<file path="src/rtl/axi_lite_mem_arbiter.sv">
`timescale 1ns/1ps
`default_nettype none
// ============================================================================
// Module      : axi_lite_mem_arbiter
// Description : Shares one AXI-lite SRAM slave port between the IFU (M0,
//               read-only) and the LSU (M1, read/write). One transaction is
//               in flight at a time. A registered grant FSM steers a purely
//               combinational channel mux. Arbitration is either round-robin
//               (ARB_MODE=0) or fixed priority with the LSU winning
//               (ARB_MODE=1).
// Ports       : i_clk, i_rst        - clock, async active-high reset
//               m0_ar*, m0_r*       - IFU read address / read data
//               m1_aw*, m1_w*, m1_b*- LSU write address / data / response
//               m1_ar*, m1_r*       - LSU read address / read data
//               s_*                 - slave-side AXI-lite towards the SRAM
//               o_grant             - 00 none, 01 IFU rd, 10 LSU rd, 11 LSU wr
// Revision    : 1.0 - initial release
// ============================================================================
module axi_lite_mem_arbiter #(
   parameter int DATA_W   = 32,
   parameter int ARB_MODE = 0
) (
   input  logic                  i_clk,
   input  logic                  i_rst,
   // IFU read channels
   input  logic [DATA_W-1:0]     m0_araddr,
   input  logic                  m0_arvalid,
   output logic                  m0_arready,
   output logic [DATA_W-1:0]     m0_rdata,
   output logic [1:0]            m0_rresp,
   output logic                  m0_rvalid,
   input  logic                  m0_rready,
   // LSU write channels
   input  logic [DATA_W-1:0]     m1_awaddr,
   input  logic                  m1_awvalid,
   output logic                  m1_awready,
   input  logic [DATA_W-1:0]     m1_wdata,
   input  logic [DATA_W/8-1:0]   m1_wstrb,
   input  logic                  m1_wvalid,
   output logic                  m1_wready,
   output logic [1:0]            m1_bresp,
   output logic                  m1_bvalid,
   input  logic                  m1_bready,
   // LSU read channels
   input  logic [DATA_W-1:0]     m1_araddr,
   input  logic                  m1_arvalid,
   output logic                  m1_arready,
   output logic [DATA_W-1:0]     m1_rdata,
   output logic [1:0]            m1_rresp,
   output logic                  m1_rvalid,
   input  logic                  m1_rready,
   // Slave side
   output logic [DATA_W-1:0]     s_awaddr,
   output logic                  s_awvalid,
   input  logic                  s_awready,
   output logic [DATA_W-1:0]     s_wdata,
   output logic [DATA_W/8-1:0]   s_wstrb,
   output logic                  s_wvalid,
   input  logic                  s_wready,
   input  logic [1:0]            s_bresp,
   input  logic                  s_bvalid,
   output logic                  s_bready,
   output logic [DATA_W-1:0]     s_araddr,
   output logic                  s_arvalid,
   input  logic                  s_arready,
   input  logic [DATA_W-1:0]     s_rdata,
   input  logic [1:0]            s_rresp,
   input  logic                  s_rvalid,
   output logic                  s_rready,
   // Grant status
   output logic [1:0]            o_grant
);

   // State encoding doubles as the o_grant code.
   typedef enum logic [1:0] {
      IDLE  = 2'b00,
      IF_RD = 2'b01,
      LS_RD = 2'b10,
      LS_WR = 2'b11
   } state_t;

   localparam logic c_LG_IFU = 1'b0;
   localparam logic c_LG_LSU = 1'b1;

   state_t r_state;
   state_t w_state_nxt;
   logic   r_last_grant;
   logic   w_last_grant_nxt;
   logic   r_ar_done;
   logic   r_aw_done;
   logic   r_w_done;

   logic   w_rq_if;
   logic   w_rq_lr;
   logic   w_rq_lw;
   logic   w_rq_ls;
   logic   w_if_wins;
   logic   w_wr_accepted;

   assign w_rq_if = m0_arvalid;
   assign w_rq_lr = m1_arvalid;
   assign w_rq_lw = m1_awvalid & m1_wvalid;
   assign w_rq_ls = w_rq_lr | w_rq_lw;

   // On an IFU/LSU tie: round-robin favours whoever was not served last;
   // fixed priority always hands the port to the LSU.
   assign w_if_wins = (ARB_MODE == 0) ? (r_last_grant == c_LG_LSU) : 1'b0;

   // B may only be relayed once both halves of the write were accepted.
   assign w_wr_accepted = r_aw_done & r_w_done;

   assign o_grant = r_state;

   // -------------------------------------------------------------------------
   // State, last grant and per-channel done flags
   // -------------------------------------------------------------------------
   always_ff @(posedge i_clk or posedge i_rst) begin
      if (i_rst) begin
         r_state      <= IDLE;
         r_last_grant <= c_LG_LSU;
         r_ar_done    <= 1'b0;
         r_aw_done    <= 1'b0;
         r_w_done     <= 1'b0;
      end else begin
         r_state      <= w_state_nxt;
         r_last_grant <= w_last_grant_nxt;
         if (w_state_nxt == IDLE) begin
            r_ar_done <= 1'b0;
            r_aw_done <= 1'b0;
            r_w_done  <= 1'b0;
         end else begin
            if (s_arvalid && s_arready) r_ar_done <= 1'b1;
            if (s_awvalid && s_awready) r_aw_done <= 1'b1;
            if (s_wvalid  && s_wready)  r_w_done  <= 1'b1;
         end
      end
   end

   // -------------------------------------------------------------------------
   // Next-state and channel steering
   // -------------------------------------------------------------------------
   always_comb begin
      w_state_nxt      = r_state;
      w_last_grant_nxt = r_last_grant;

      m0_arready = 1'b0;
      m0_rvalid  = 1'b0;
      m0_rdata   = '0;
      m0_rresp   = 2'b00;
      m1_awready = 1'b0;
      m1_wready  = 1'b0;
      m1_bvalid  = 1'b0;
      m1_bresp   = 2'b00;
      m1_arready = 1'b0;
      m1_rvalid  = 1'b0;
      m1_rdata   = '0;
      m1_rresp   = 2'b00;

      s_awvalid  = 1'b0;
      s_wvalid   = 1'b0;
      s_bready   = 1'b0;
      s_arvalid  = 1'b0;
      s_rready   = 1'b0;
      // Address/data follow the LSU unless the IFU owns the read port, so
      // slave-side buses only toggle with the master actually granted.
      s_araddr   = m1_araddr;
      s_awaddr   = m1_awaddr;
      s_wdata    = m1_wdata;
      s_wstrb    = m1_wstrb;

      case (r_state)
         IDLE: begin
            if (w_rq_if && (!w_rq_ls || w_if_wins)) begin
               w_state_nxt = IF_RD;
            end else if (w_rq_lw) begin
               w_state_nxt = LS_WR;
            end else if (w_rq_lr) begin
               w_state_nxt = LS_RD;
            end
         end

         IF_RD: begin
            s_araddr   = m0_araddr;
            s_arvalid  = m0_arvalid & ~r_ar_done;
            m0_arready = s_arready  & ~r_ar_done;
            s_rready   = m0_rready  & r_ar_done;
            m0_rvalid  = s_rvalid   & r_ar_done;
            m0_rdata   = s_rdata;
            m0_rresp   = s_rresp;
            if (r_ar_done && s_rvalid && m0_rready) begin
               w_state_nxt      = IDLE;
               w_last_grant_nxt = c_LG_IFU;
            end
         end

         LS_RD: begin
            s_arvalid  = m1_arvalid & ~r_ar_done;
            m1_arready = s_arready  & ~r_ar_done;
            s_rready   = m1_rready  & r_ar_done;
            m1_rvalid  = s_rvalid   & r_ar_done;
            m1_rdata   = s_rdata;
            m1_rresp   = s_rresp;
            if (r_ar_done && s_rvalid && m1_rready) begin
               w_state_nxt      = IDLE;
               w_last_grant_nxt = c_LG_LSU;
            end
         end

         LS_WR: begin
            s_awvalid  = m1_awvalid & ~r_aw_done;
            m1_awready = s_awready  & ~r_aw_done;
            s_wvalid   = m1_wvalid  & ~r_w_done;
            m1_wready  = s_wready   & ~r_w_done;
            s_bready   = m1_bready  & w_wr_accepted;
            m1_bvalid  = s_bvalid   & w_wr_accepted;
            m1_bresp   = s_bresp;
            if (w_wr_accepted && s_bvalid && m1_bready) begin
               w_state_nxt      = IDLE;
               w_last_grant_nxt = c_LG_LSU;
            end
         end

         default: begin
            w_state_nxt = IDLE;
         end
      endcase
   end

endmodule
`default_nettype wire

</file>
<file path="config.mk">
export PLATFORM = sky130hd
export DESIGN_NAME = axi_lite_mem_arbiter
export DESIGN_NICKNAME = d
export VERILOG_FILES = /design/src/rtl/axi_lite_mem_arbiter.sv
export SDC_FILE = /design/constraint.sdc
export NUM_CORES = 1
export LEC_CHECK = 0
export BUFFER_PORTS_ARGS = -buffer_cell sky130_fd_sc_hd__buf_2
export CAP_MARGIN = 20
export CORE_AREA = 8 8 137 139
export CTS_CLUSTER_DIAMETER = 150
export DETAILED_ROUTE_END_ITERATION = 16
export DIE_AREA = 0 0 145 147
export PLACE_DENSITY = 0.5
export SKIP_CTS_REPAIR_TIMING = 1
export SYNTH_ARGS = -nofsm -noshare
export SYNTH_HDL_FRONTEND = slang
export SYNTH_SLANG_ARGS = --single-unit
</file>
<file path="constraint.sdc">
create_clock -name i_clk -period 2.31 [get_ports i_clk]
set_input_delay 0.1155 -clock i_clk [delete_from_list [all_inputs] [get_ports i_clk]]
set_output_delay 0.1155 -clock i_clk [all_outputs]
set_load 0.005 [all_outputs]
</file>
# Yosys cells after proc, flatten, opt, wreduce, memory -nomap -nowiden
# Cells that the tools add are included.
[word_totals]
mem_bits_rw = 0
n_memories = 0
in_bits = 182
romBits = 0
register_bits = 6
latch_bits = 0
output_inout_bits = 184
[op_classes]
shift = 0
mux = 35
add_sub_neg = 0
n_eq_ne = 6
order_cmp = 0
bitwise = 18
div_mod_pow = 0
reduce_logical = 18
n_mul = 0
[op_table]
columns = ["op", "count"]
rows = [
  ["two-way mux 32 bit", 3],
  ["two-way mux 1 bit", 19],
  ["two-way mux 2 bit", 9],
  ["AND 1 bit", 14],
  ["logical AND 1 bit", 9],
  ["case mux 2 bit (4 select lines)", 1],
  ["!= test 2 bit, second input constant", 3],
  ["nonzero test 2 bit", 3],
  ["equality test 2 bit, second input constant", 2],
  ["zero test 2 bit", 2],
  ["case mux 1 bit (2 select lines)", 2],
  ["AND reduction 4 bit", 1],
  ["inverter 1 bit", 3],
  ["case mux 1 bit (3 select lines)", 1],
  ["nonzero test 3 bit", 1],
  ["equality test 2 x 1 -> 1 bit, second input constant", 1],
  ["zero test 1 bit", 1],
  ["logical OR 1 bit", 1],
  ["bitwise OR 1 bit", 1],
]

# Logic depth before layout (Yosys ltp)
[logic_depth]
depth_word = 9
depth_mapped = 7
mapped_depth_nobuf = 6

# Worst setup path before layout
# No wires, ideal clock.
[synth_path]
kind = "reg-to-reg"
startpoint = "reg r_state[1], in the netlist o_grant[1]"
endpoint = "reg r_ar_done"
path_buffers = 1
t_arrival_ns = 1.643
t_required_ns = 2.178
stages_incl_launch_ff = 8
setup_time_ns = 0.132
period_less_slack_ns = 1.775
path_slack_ns = 0.535
path_cell_list = "dfrtp_1 > inv_1 > ha_1 > buf_2 > a2bb2oi_1 > a2111o_1 > a32oi_2 > a21oi_1"
[synth_via]
elab_chain_len = 6
[synth_rtl]
columns = ["element", "line_no", "source"]
rows = [
  ["start, declared", "85", "state_t r_state;"],
  ["start signal, assigned", "125", "r_state <= w_state_nxt;"],
  ["two-way mux 2 bit", "177", "end else if (w_rq_lr) begin"],
  ["two-way mux 2 bit", "175", "end else if (w_rq_lw) begin"],
  ["two-way mux 2 bit", "173", "if (w_rq_if && (!w_rq_ls || w_if_wins)) begin"],
  ["case mux 2 bit (4 select lines)", "171", "case (r_state)"],
  ["zero test 2 bit", "127", "if (w_state_nxt == IDLE) begin"],
  ["two-way mux 1 bit / nonzero test 2 bit (equally long branches)", "n/a", ""],
  ["end signal, assigned", "121", "r_ar_done <= 1'b0;"],
  ["end signal, assigned", "128", "r_ar_done <= 1'b0;"],
  ["end signal, assigned", "132", "if (s_arvalid && s_arready) r_ar_done <= 1'b1;"],
  ["end, declared", "89", "logic r_ar_done;"],
]
# Several ways; a longest one is shown, not always the timed one.
# A chain may end at the register's enable or synchronous reset.

# Worst setup path after layout
[layout_path]
startpoint = "reg r_state[1], in the netlist o_grant[1]"
endpoint = "out s_araddr[28]"
[layout_via]
elab_chain_len = 2
[layout_rtl]
columns = ["element", "line_no", "source"]
rows = [
  ["equality test 2 x 1 -> 1 bit", "171", ""],
  ["two-way mux 32 bit", "171", ""],
  ["end, declared", "63", "output logic [DATA_W-1:0] s_araddr,"],
]
# Every way passes these cells.

==> flow_metrics.env <==
export IMPL_htreeDepth=1
export IMPL_required_ps=2190
export IMPL_stdcell_count=619
export IMPL_synthFlopType="dfrtp_1"
export IMPL_synth_common_cells="and2_1, buf_4, mux2_2"
export IMPL_clock_sinks=6
export IMPL_synthSimpleGateAreaFrac_pct=31.21
export IMPL_worst_pin_slew_ps=410.4
export IMPL_fin_crit_ps=2032
export IMPL_grt_use_met2_pct=14.98
export IMPL_antenna_cells=0
export IMPL_met1_usage_pct=7.992
export IMPL_start_kind="flop"
export IMPL_ios=366
export IMPL_p_comb_share_pct=78.2
export IMPL_first_pass_iters=4
export IMPL_synth_xor_area_share_pct=0
export IMPL_synth_area_leader_cell="buf_4"
export IMPL_synth_edf_count=0
export IMPL_power_share_switching_pct=43.37
export IMPL_postRouteAntennaNets=0
export IMPL_hold_violations=0
export IMPL_overflow=0
export IMPL_ir_drop_uv=251.7
export IMPL_postPlaceCellArea_um2=2744
export IMPL_drtIter0Drc=59
export IMPL_numCtsBuffers=3
export IMPL_slew_viol_final=0
export IMPL_dpl_hpwl_um=8295
export IMPL_antenna_found_initial=0
export IMPL_synth_compound_area_share_pct=6.161
export IMPL_grt_pass1_wl_um=13980
export IMPL_dieWidth_um=145
export IMPL_cp_max_fo=36
export IMPL_synth_top_family_by_area="simple AND/OR/NAND/NOR gates"
export IMPL_tns_ps=0
export IMPL_maxCapViolCount=0
export IMPL_outcome="completed"
export IMPL_clock_path_buffers=2
export IMPL_ys_seq_area_share_pct=8.192
export IMPL_area_growth_pct=53.28
export IMPL_fmax_ghz=0.4921
export IMPL_skew_ps=2.379
export IMPL_layout_setup_ws_ps=278.0
export IMPL_pwr_density_cell_nw_per_um2=790.8
export IMPL_busiest_layer="met2"
export IMPL_path_clk_slew_ps=30
export IMPL_drive_gt1_share_pct=68.78
export IMPL_pwr_share_seq_pct=9.0
export IMPL_async_flop_share_pct=100.0
export IMPL_dp_cells=614
export IMPL_crit_chain="inv_1 > ha_2 > buf_4 > mux2_2 > buf_2"
export IMPL_slowest_stage="mux2_2"
export IMPL_drt_total_wl_um=9396
export IMPL_arrival_ps=1920
export IMPL_muxShareOfSynthArea_pct=20.58
export IMPL_vias_per_cell=3.451
export IMPL_leakagePower_nw=1.633
export IMPL_nFillCells=1906
export IMPL_syn_area_per_cell_um2=7.798
export IMPL_cp_end_kind="output pin"
export IMPL_synth_most_common_cell="and2_1"
export IMPL_ys_warn_count=0
export IMPL_critPathMaxStageDelay_ps=410
export IMPL_die_area_um2=21320
export IMPL_routedWlPerCell_um=15.18
export IMPL_grt_pass1_vias=2419
export IMPL_netlist_area_um2=1848
export IMPL_cts_tree="built"
export IMPL_clk_latency_ps=230
export IMPL_final_util_pct=16.91
export IMPL_fin_area_um2=2833
export IMPL_yosys_area_share_adder_pct=2.708
export IMPL_start_util_pct=11.03
export IMPL_fin_crit_sh_pct=87.97
export IMPL_grtUsageMet3_pct=3.414
export IMPL_dieHeight_um=147
export IMPL_netlist_instances=237
export IMPL_synth_nets=423
export IMPL_rows=48
export IMPL_pwr_share_clk_pct=12.8
export IMPL_grt_total_usage_pct=8.112
export IMPL_floorplan_core_area_um2=16760
export IMPL_num_vias=2136
export IMPL_ys_types=26
export IMPL_p_switching_mw=0.9716
export IMPL_hp_class="in2reg"
export IMPL_io_buffer_count=229
export IMPL_final_setup_viol_count=0
export IMPL_crit_buf_inv=3
export IMPL_drc=0
export IMPL_ctsRootBufferMaster="clkbuf_16"
export IMPL_post_place_ws_ps=383.5
export IMPL_synth_seq_cells=6
export IMPL_gp_congestion=0.8227
export IMPL_final_nets=581
export IMPL_grt_max_degree=37
export IMPL_synth_top_area_share_pct=27.62
export IMPL_synth_area_leaders="buf_4, and2_1, mux2_2"
export IMPL_intPower_mw=1.269
export IMPL_critical_path_class="reg2out"
export IMPL_rsz0062_at_grt="no"
export IMPL_max_slew_margin_pct=72.64
export IMPL_crit_family="buffers and inverters"
==> worst register-to-register path: stages (launching register included) <==
cell	delay, ps
dfrtp_1	400
inv_1	100
ha_1	290
a2bb2oi_1	160
a2111o_1	470
a32oi_2	270
a21oi_1	100
==> kinds of logic (layout without fill, tap and decap cells) <==
group                    after synthesis  in the layout
AND/OR/NAND/NOR                       92             92
buffers and inverters                 85            242
multiplexers                          34             34
AO/OA/AOI/OAI                         16             16
flip-flops                             6              6
adder cells (fa/ha/maj)                4              4
==> worst paths after layout <==
| check | startpoint | depth (start not counted) | slack, ps | end |
|---|---|---|---|---|
| max reg2reg | o_grant[0]$_DFF_PP0_ | 6 | 380 | r_ar_done$_DFFE_PP0P_ |
| max | o_grant[1]$_DFF_PP0_ | 5 | 280 | s_araddr[28] |
| min reg2reg | r_last_grant$_DFFE_PP1P_ | 2 | 510 | r_last_grant$_DFFE_PP1P_ |
| max in group asynchronous | i_rst | 3 | 1710 | r_last_grant$_DFFE_PP1P_ |
| min in group asynchronous | i_rst | 3 | 350 | r_ar_done$_DFFE_PP0P_ |
| min | s_arready | 3 | 210 | r_ar_done$_DFFE_PP0P_ |
==> metal layers <==
layer,part of all wire [%],vias to the layer above
met3,10,24
met5,0,-
met4,2.0,0
met2,52,161
li1,-,1017
met1,36,934
==> cell usage in the layout, fill, tap and decap left out, drive strengths merged, types with 2 or more instances in the layout <==
| cell type | instances |
|---|---|
| and3b | 6 |
| nor2 | 5 |
| ha | 4 |
| a21oi | 7 |
| mux2i | 2 |
| nor2b | 2 |
| and3 | 2 |
| clkbuf | 4 |
| buf | 232 |
| and4 | 2 |
| inv | 5 |
| nand2 | 3 |
| and2 | 70 |
| dfrtp | 5 |
| o21ai | 3 |
| mux2 | 32 |
==> final cells by class <==
type / instances / area [um^2] / area share [%]
well taps: 225 / 281.5 / 9.938
clock buffers: 4 / 78.83 / 2.783
repair buffers: 233 / 1179 / 41.61
flip-flops and latches: 6 / 151.4 / 5.345
multi-input cells: 146 / 1124 / 39.66
inverters: 5 / 18.77 / 0.6625
==> sequential cells by signal, indices dropped and copies added, names as in the netlist <==
register	flops
o_grant	2
r_ar_done	1
r_aw_done	1
r_last_grant	1
r_w_done	1
==> power groups by stage <==
stage	clock network [mW]	logic, mW	registers, mW
3_3_place_gp	0	1.81	0.200
5_1_grt	0.304	1.95	0.208
3_5_place_dp	0	1.79	0.199
2_1_floorplan	0	1.06	0.189
4_1_cts	0.294	1.80	0.198
6_report	0.288	1.75	0.201
==> per-stage QoR <==
step	hold slack, ps	power (mW)
5_1_grt	212.2	2.458
4_1_cts	-202.2	2.293
3_5_place_dp	41.49	1.989
3_3_place_gp	43.44	2.007
6_report	205.2	2.240
2_1_floorplan	-94.27	1.253
(Power assumes the default switching activity.)
